$ cat config.mk
export PLATFORM = sky130hd
export DESIGN_NAME = stack_engine
export DESIGN_NICKNAME = d
export VERILOG_FILES = /design/src/rtl/stack_pkg.sv /design/src/rtl/stack_guard.sv /design/src/rtl/stack_engine.sv
export SDC_FILE = /design/constraint.sdc
export NUM_CORES = 1
export LEC_CHECK = 0
export ABC_AREA = 1
export CORE_UTILIZATION = 45
export DETAILED_ROUTE_END_ITERATION = 8
export MAX_ROUTING_LAYER = met4
export PLACE_DENSITY = 0.95
export SLEW_MARGIN = 5
export SYNTH_ARGS = -nofsm -noshare
export SYNTH_HDL_FRONTEND = slang
export SYNTH_SLANG_ARGS = --single-unit
$ cat constraint.sdc
create_clock -name clk -period 3.4 [get_ports clk]
set_input_delay 0.85 -clock clk [delete_from_list [all_inputs] [get_ports clk]]
set_output_delay 0.85 -clock clk [all_outputs]
set_load 0.01 [all_outputs]
$ cat src/rtl/stack_pkg.sv
// Shared stack definitions: op codes, engine state encoding and default stack bounds.
// Also imported by the register file and the control unit.
package stack_pkg;

    localparam int unsigned DATA_W = 8;
    localparam int unsigned OP_W   = 2;
    localparam int unsigned REG_W  = 2;

    localparam logic [7:0] STACK_TOP_DEF   = 8'hFF;
    localparam logic [7:0] STACK_LIMIT_DEF = 8'hC0;

    typedef enum logic [OP_W-1:0] {
        OP_PUSH = 2'b00,
        OP_POP  = 2'b01,
        OP_CALL = 2'b10,
        OP_RET  = 2'b11
    } op_e;

    typedef enum logic [2:0] {
        ST_IDLE    = 3'd0,
        ST_WRITE   = 3'd1,
        ST_RD_REQ  = 3'd2,
        ST_RD_WAIT = 3'd3,
        ST_FIN     = 3'd4,
        ST_ERR     = 3'd5
    } state_e;

    // PUSH and CALL store to the stack; POP and RET load from it.
    function automatic logic is_write_op(input op_e op);
        return (op == OP_PUSH) || (op == OP_CALL);
    endfunction

endpackage

$ cat src/rtl/stack_guard.sv
// Combinational stack bounds check.
// Flags overflow for stores below the limit and underflow for loads from an empty stack.
module stack_guard
    import stack_pkg::*;
#(
    parameter int unsigned        DATA_W      = 8,
    parameter logic [DATA_W-1:0]  STACK_TOP   = DATA_W'(STACK_TOP_DEF),
    parameter logic [DATA_W-1:0]  STACK_LIMIT = DATA_W'(STACK_LIMIT_DEF)
) (
    input  logic [OP_W-1:0]   op_code,
    input  logic [DATA_W-1:0] sp_value,
    output logic              ovf,
    output logic              udf
);

    logic wr_op;

    always_comb begin
        wr_op = is_write_op(op_e'(op_code));
        ovf   = wr_op && (sp_value < STACK_LIMIT);
        udf   = !wr_op && (sp_value == STACK_TOP);
    end

endmodule

$ cat src/rtl/stack_engine.sv
// PUSH/POP/CALL/RET sequencer against a 1-cycle-latency sync RAM.
// R3 (sp_value) is the only stack pointer; this block only pulses it up or down.
module stack_engine
    import stack_pkg::*;
#(
    parameter int unsigned        DATA_W      = 8,
    parameter logic [DATA_W-1:0]  STACK_TOP   = DATA_W'(STACK_TOP_DEF),
    parameter logic [DATA_W-1:0]  STACK_LIMIT = DATA_W'(STACK_LIMIT_DEF)
) (
    input  logic              clk,
    input  logic              rst,
    input  logic              op_valid,
    output logic              op_ready,
    input  logic [OP_W-1:0]   op_code,
    input  logic [DATA_W-1:0] op_data,
    input  logic [DATA_W-1:0] op_target,
    input  logic [REG_W-1:0]  op_dest,
    input  logic [DATA_W-1:0] sp_value,
    output logic              stack_push,
    output logic              stack_pop,
    output logic [DATA_W-1:0] mem_addr,
    output logic [DATA_W-1:0] mem_wdata,
    output logic              mem_we,
    output logic              mem_re,
    input  logic [DATA_W-1:0] mem_rdata,
    output logic              wb_en,
    output logic [REG_W-1:0]  wb_addr,
    output logic [DATA_W-1:0] wb_data,
    output logic              pc_load,
    output logic [DATA_W-1:0] pc_out,
    output logic              done,
    output logic              err_ovf,
    output logic              err_udf
);

    state_e             state_q, state_d;
    op_e                op_q;
    logic [DATA_W-1:0]  data_q;
    logic [DATA_W-1:0]  target_q;
    logic [DATA_W-1:0]  sp_snap_q;
    logic [REG_W-1:0]   dest_q;
    logic               accept;
    logic               ovf, udf;

    stack_guard #(
        .DATA_W      (DATA_W),
        .STACK_TOP   (STACK_TOP),
        .STACK_LIMIT (STACK_LIMIT)
    ) u_guard (
        .op_code  (op_code),
        .sp_value (sp_value),
        .ovf      (ovf),
        .udf      (udf)
    );

    assign accept = op_valid && (state_q == ST_IDLE);

    // State register plus the operand snapshot taken at the handshake.
    always_ff @(posedge clk or posedge rst) begin
        if (rst) begin
            state_q   <= ST_IDLE;
            op_q      <= OP_PUSH;
            data_q    <= '0;
            target_q  <= '0;
            sp_snap_q <= '0;
            dest_q    <= '0;
        end else begin
            state_q <= state_d;
            if (accept) begin
                op_q      <= op_e'(op_code);
                data_q    <= op_data;
                target_q  <= op_target;
                sp_snap_q <= sp_value;
                dest_q    <= op_dest;
            end
        end
    end

    // Next state and state-decoded outputs; read data passes straight through in RD_WAIT.
    always_comb begin
        state_d    = state_q;
        op_ready   = 1'b0;
        stack_push = 1'b0;
        stack_pop  = 1'b0;
        mem_addr   = '0;
        mem_wdata  = '0;
        mem_we     = 1'b0;
        mem_re     = 1'b0;
        wb_en      = 1'b0;
        wb_addr    = '0;
        wb_data    = '0;
        pc_load    = 1'b0;
        pc_out     = '0;
        done       = 1'b0;
        err_ovf    = 1'b0;
        err_udf    = 1'b0;

        case (state_q)
            ST_IDLE: begin
                op_ready = 1'b1;
                if (op_valid) begin
                    if (ovf || udf)
                        state_d = ST_ERR;
                    else if (is_write_op(op_e'(op_code)))
                        state_d = ST_WRITE;
                    else
                        state_d = ST_RD_REQ;
                end
            end
            ST_WRITE: begin
                mem_we     = 1'b1;
                mem_addr   = sp_snap_q;
                mem_wdata  = data_q;
                stack_push = 1'b1;
                state_d    = ST_FIN;
            end
            ST_FIN: begin
                done = 1'b1;
                if (op_q == OP_CALL) begin
                    pc_load = 1'b1;
                    pc_out  = target_q;
                end
                state_d = ST_IDLE;
            end
            ST_RD_REQ: begin
                mem_re    = 1'b1;
                mem_addr  = sp_snap_q + DATA_W'(1);
                stack_pop = 1'b1;
                state_d   = ST_RD_WAIT;
            end
            ST_RD_WAIT: begin
                done = 1'b1;
                if (op_q == OP_POP) begin
                    wb_en   = 1'b1;
                    wb_addr = dest_q;
                    wb_data = mem_rdata;
                end else begin
                    pc_load = 1'b1;
                    pc_out  = mem_rdata;
                end
                state_d = ST_IDLE;
            end
            ST_ERR: begin
                done    = 1'b1;
                err_ovf = is_write_op(op_q);
                err_udf = !is_write_op(op_q);
                state_d = ST_IDLE;
            end
            default: state_d = ST_IDLE;
        endcase
    end

endmodule

# Word level (Yosys, flattened, before mapping)
# Index checks and enable logic that the tools add are counted.
# W data, S select, Z words.
[totals]
ff_bits = 31
in_bits = 39
out_inout_bits = 44
word_cells = 54
[classes]
add_sub_neg = 1
magnitude_cmp = 1
n_eq_ne = 10
mux = 24
reduce_logical = 12
[op_table]
columns = ["operator", "n"]
rows = [
  ["$mux W8", 5],
  ["$pmux W8 S2", 2],
  ["$mux W1", 10],
  ["$pmux W3 S3", 1],
  ["$add A8 B1 Y8 const B", 1],
  ["$eq A8 B8 Y1 const B", 1],
  ["$lt A8 B8 Y1 const B", 1],
  ["$eq A3 B2 Y1 const B", 2],
  ["$eq A3 B3 Y1 const B", 2],
  ["$mux W2", 3],
  ["$mux W3", 2],
  ["$eq A2 B2 Y1 const B", 2],
  ["$logic_not A2 Y1", 2],
  ["$eq A3 B1 Y1 const B", 1],
  ["$logic_and A1 B1 Y1", 3],
  ["$logic_not A3 Y1", 1],
  ["$logic_or A1 B1 Y1", 3],
  ["$reduce_or A3 Y1", 1],
  ["$eq A2 B1 Y1 const B", 1],
  ["$logic_not A1 Y1", 2],
  ["$ne A2 B2 Y1 const B", 1],
  ["$pmux W1 S2", 1],
]

# Logic depth before layout (Yosys ltp)
[logic_depth]
depth_word = 8
mapped_depth = 7
mapped_depth_nobuf = 7

# Hierarchy
# A second synthesis with hierarchy kept.
[unflattened]
hier_cells = 274
area_unflattened_um2 = 1900.6
[by_module_without_submodules]
columns = ["module", "n_inst", "cells_per_inst", "area_per_inst_um2", "seq_area_each_um2"]
rows = [
  ["stack_engine", 1, 264, 1861.8, 775.7],
  ["stack_guard", 1, 10, 38.8, 0.0],
]

# Worst setup path after synthesis
# No wires, ideal clock.
[synth_timing]
path_type = "register -> output"
from = "register state_q[2]"
to = "output mem_addr[5]"
arrival_ns = 1.232
required_ns = 2.550
path_slack_ns = 1.318
stages_incl_launch_ff = 6
n_path_buf = 0
cell_sequence = "dfrtp_1 -> inv_1 -> nand3_1 -> inv_1 -> nand2_1 -> o21ai_0"
[synth_between]
elab_chain_len = 2
word_cells_on_any_way = 3
classes_between = "2 x eq/ne; 1 x mux"
[synth_lines]
columns = ["item", "line", "rtl"]
rows = [
  ["start, declared", "stack_engine.sv:36", "state_e state_q, state_d;"],
  ["start signal, assigned", "stack_engine.sv:68", "state_q <= state_d;"],
  ["$eq A3 B2 Y1 / $eq A3 B1 Y1 (equally long branches)", "stack_engine.sv:98", "case (state_q)"],
  ["$pmux W8 S2 (*)", "stack_engine.sv:98", ""],
  ["end, declared", "stack_engine.sv:21", "output logic [DATA_W-1:0] mem_addr,"],
]
# Mark *: on every way between the ends. The rest lies on a longest branch, timed or not.

# Worst setup path after layout
[layout_timing]
from = "register state_q[0]"
to = "output wb_data[3]"
[layout_between]
elab_chain_len = 2
[layout_lines]
columns = ["item", "line", "rtl"]
rows = [
  ["$eq A3 B2 Y1", "stack_engine.sv:98", ""],
  ["$mux W8", "stack_engine.sv:98", ""],
  ["end, declared", "stack_engine.sv:28", "output logic [DATA_W-1:0] wb_data,"],
]
# Every way passes these cells.

==> results.json <==
{
  "final_max_slew_viol_count": 0,
  "num_io_pins": 83,
  "wl_per_cell_um": 13.2,
  "power_frac_seq_pct": 30.9,
  "drive_gt1_share_pct": 13.7,
  "finalCriticalPeriod_ps": 3070,
  "h-tree-depth": 2,
  "ctsHoldBuffers": 0,
  "cap_violations": 0,
  "crit_arrival_ps": 2220,
  "place_inst": 361,
  "grt_overflow": 0,
  "final_cells": 369,
  "setup_violations": 0,
  "cts_root_buffer": "clkbuf_8",
  "antenna_left": 0,
  "cp_slowest_cell": "clkdlybuf4s50_1",
  "syn_nets": 278,
  "avgSynthCellArea_um2": 7.77,
  "path_buf_inv": 2,
  "path_max_fanout": 11,
  "r2r-end": "target_q[2]",
  "seq_area_frac_synth_pct": 41.9,
  "cp-end-kind": "output port",
  "slowest_delay_ps": 570,
  "r2r_slack_ps": 1580,
  "die_x_um": 66.1,
  "switching_share_pct": 41.2,
  "grt_setup_unrepaired": "false",
  "initial_core_util_pct": 48.7,
  "core_um2": 3800,
  "nets": 360,
  "max-slew-margin-rel_pct": 50.9,
  "n_antenna_cell": 0,
  "clk_pin_slew_ps": 70,
  "path_cells": "inv_1 > nor3_2 > nand2_1 > nor2_1 > clkdlybuf4s50_1",
  "areaGrowthSynthToFinish_pct": 49.7,
  "dieHeight_um": 66.1,
  "pwr-share-comb_pct": 53.5,
  "p_leak_nw": 1.31,
  "vias": 1852,
  "power_density_nw_per_um2": 760,
  "min_to": "data_q[7]",
  "place_congestion": 0.786,
  "yosysWarnings": 0,
  "antenna_found_initial": 0,
  "hold_path_class": "reg -> reg",
  "min_period_over_period_pct": 90.3,
  "p_switching_uw": 868,
  "ir_drop_mv": 0.401,
  "status": "finished, final reports clean",
  "clk_latency_ps": 280,
  "dp_hpwl_um": 3650,
  "layout_common_cells": "82 x clkdlybuf4s50_1, 52 x nor2_1, 46 x inv_1",
  "synth-seq-cells": 31,
  "clock_skew_ps": 2.68,
  "clock_power_share_pct": 15.5,
  "total_power_mw": 2.10,
  "critical_path.startpoint_type": "flop",
  "grt_pass1_wl_um": 8190,
  "totalWireLength_um": 4870,
  "cts_buffers": 5,
  "die_area_um2": 4370,
  "max_freq_ghz": 0.326,
  "cts_tree": "yes",
  "drc": 0,
  "hold_depth": 2,
  "required_ps": 2550,
  "cts_resized": 0,
  "layout_commonest_cell": "clkdlybuf4s50_1",
  "hold_viol_final": 0,
  "drtIter0Drc": 109,
  "reg2reg_from": "state_q[0]",
  "grt_pass1_vias": 1895,
  "r2r_cells": 4,
  "worst_slack_ps": 331,
  "synth_area_um2": 1850,
  "synth.distinct_cells": 24,
  "worstHoldStart": "data_q[7]",
  "nFillCells": 310,
  "cts_buffer_depth": 2,
  "critPathTopFamily": "simple AND/OR/NAND/NOR gates",
  "avgViaCountPerCell": 5.02,
  "setup_tns_ps": 0,
  "rows": 22,
  "tightest_slew_ps": 736,
  "io_buffers": 82,
  "clock_sinks": 31,
  "gr-usage-all-layers_pct": 25.9,
  "cts_setup_buffers": 0,
  "firstDrtPassIters": 4,
  "grt_max_degree": 56,
  "power.internal_mw": 1.24,
  "crit_type": "reg -> out",
  "syn_inst": 238,
  "dp_slack_ps": 424
}
-- metal layers --
metal  global-route usage [%]  share of wire (%)  vias to the layer above
met4                     8.78                1.2                        0
met5                        -                  0                        -
met1                     27.7                 40                      877
met2                     46.2                 54                       63
met3                     6.55                5.1                        4
li1                         -                  -                      908
-- area by class of cell --
type | instances | area (um^2) | share of cell area, %
tap | 48 | 60.1 | 2.17
sequential | 31 | 776 | 28.0
inverter | 46 | 173 | 6.24
clock buffer | 7 | 96.3 | 3.48
timing repair buffer | 84 | 836 | 30.2
multi-input combinational | 152 | 820 | 29.6
clock inverter | 1 | 7.51 | 0.271
-- power groups by stage --
| stage | combinational [mW] | clock [mW] | sequential (mW) |
|---|---|---|---|
| CTS | 1.14 | 0.331 | 0.649 |
| global placement | 1.08 | 0 | 0.640 |
| global route | 1.24 | 0.357 | 0.671 |
| finish | 1.13 | 0.327 | 0.651 |
| floorplan | 0.739 | 0 | 0.624 |
| detailed placement | 1.13 | 0 | 0.655 |
-- tightest hold or removal path, cell delays in order (launching register included) --
cell and delay, ps:
dfrtp_1 320, inv_1 50, a21oi_2 100
-- worst max path at each step --
| stage | startpoint | endpoint | slack [ps] | cells past startpoint |
|---|---|---|---|---|
| finish | state_q[0] | wb_data[3] | 330 | 5 |
| CTS | state_q[0] | wb_data[3] | 320 | 5 |
| global route | state_q[0] | wb_addr[0] | 200 | 5 |
| floorplan | state_q[2] | mem_addr[5] | 1320 | 5 |
| global placement | mem_rdata[1] | pc_out[1] | 480 | 4 |
| detailed placement | mem_rdata[0] | pc_out[0] | 420 | 4 |
-- cell families after synthesis --
logic type / count (synthesis) / share of synthesized area, %
AOI/OAI and AO/OA: 47 / 19.0
and+or+nand+nor: 104 / 24.6
buffers and inverters: 55 / 13.7
DFF: 31 / 41.9
adders and majority gates: 1 / 0.676
-- cell usage after synthesis, drive strengths merged --
library cell  number  area [um^2]
or3b               1         8.76
nand2             30          123
nand3             15         80.1
nor4               1         6.26
ha                 1         12.5
buf                9         81.3
nor2              53          201
nor3               4         36.3
a21oi             30          248
o32ai              1         8.76
inv               46          173
o21ai              7         38.8
dfrtp             31          776
o22ai              9         56.3
-- per-stage QoR --
step                util, %  instance area (um^2)  hold WS (ps)
floorplan                 -                  1850           480
global placement       70.1                  2660           490
detailed placement     70.1                  2660           502
CTS                    72.9                  2770           517
global route           72.9                  2770           546
finish                 72.9                  2770           512
-- state kept, by name (all words and copies together), names as in the netlist --
name and flops:
target_q 8, data_q 8, state_q 3, dest_q 2, op_q 2, sp_snap_q 8
Power figures use the tool's default switching activity.
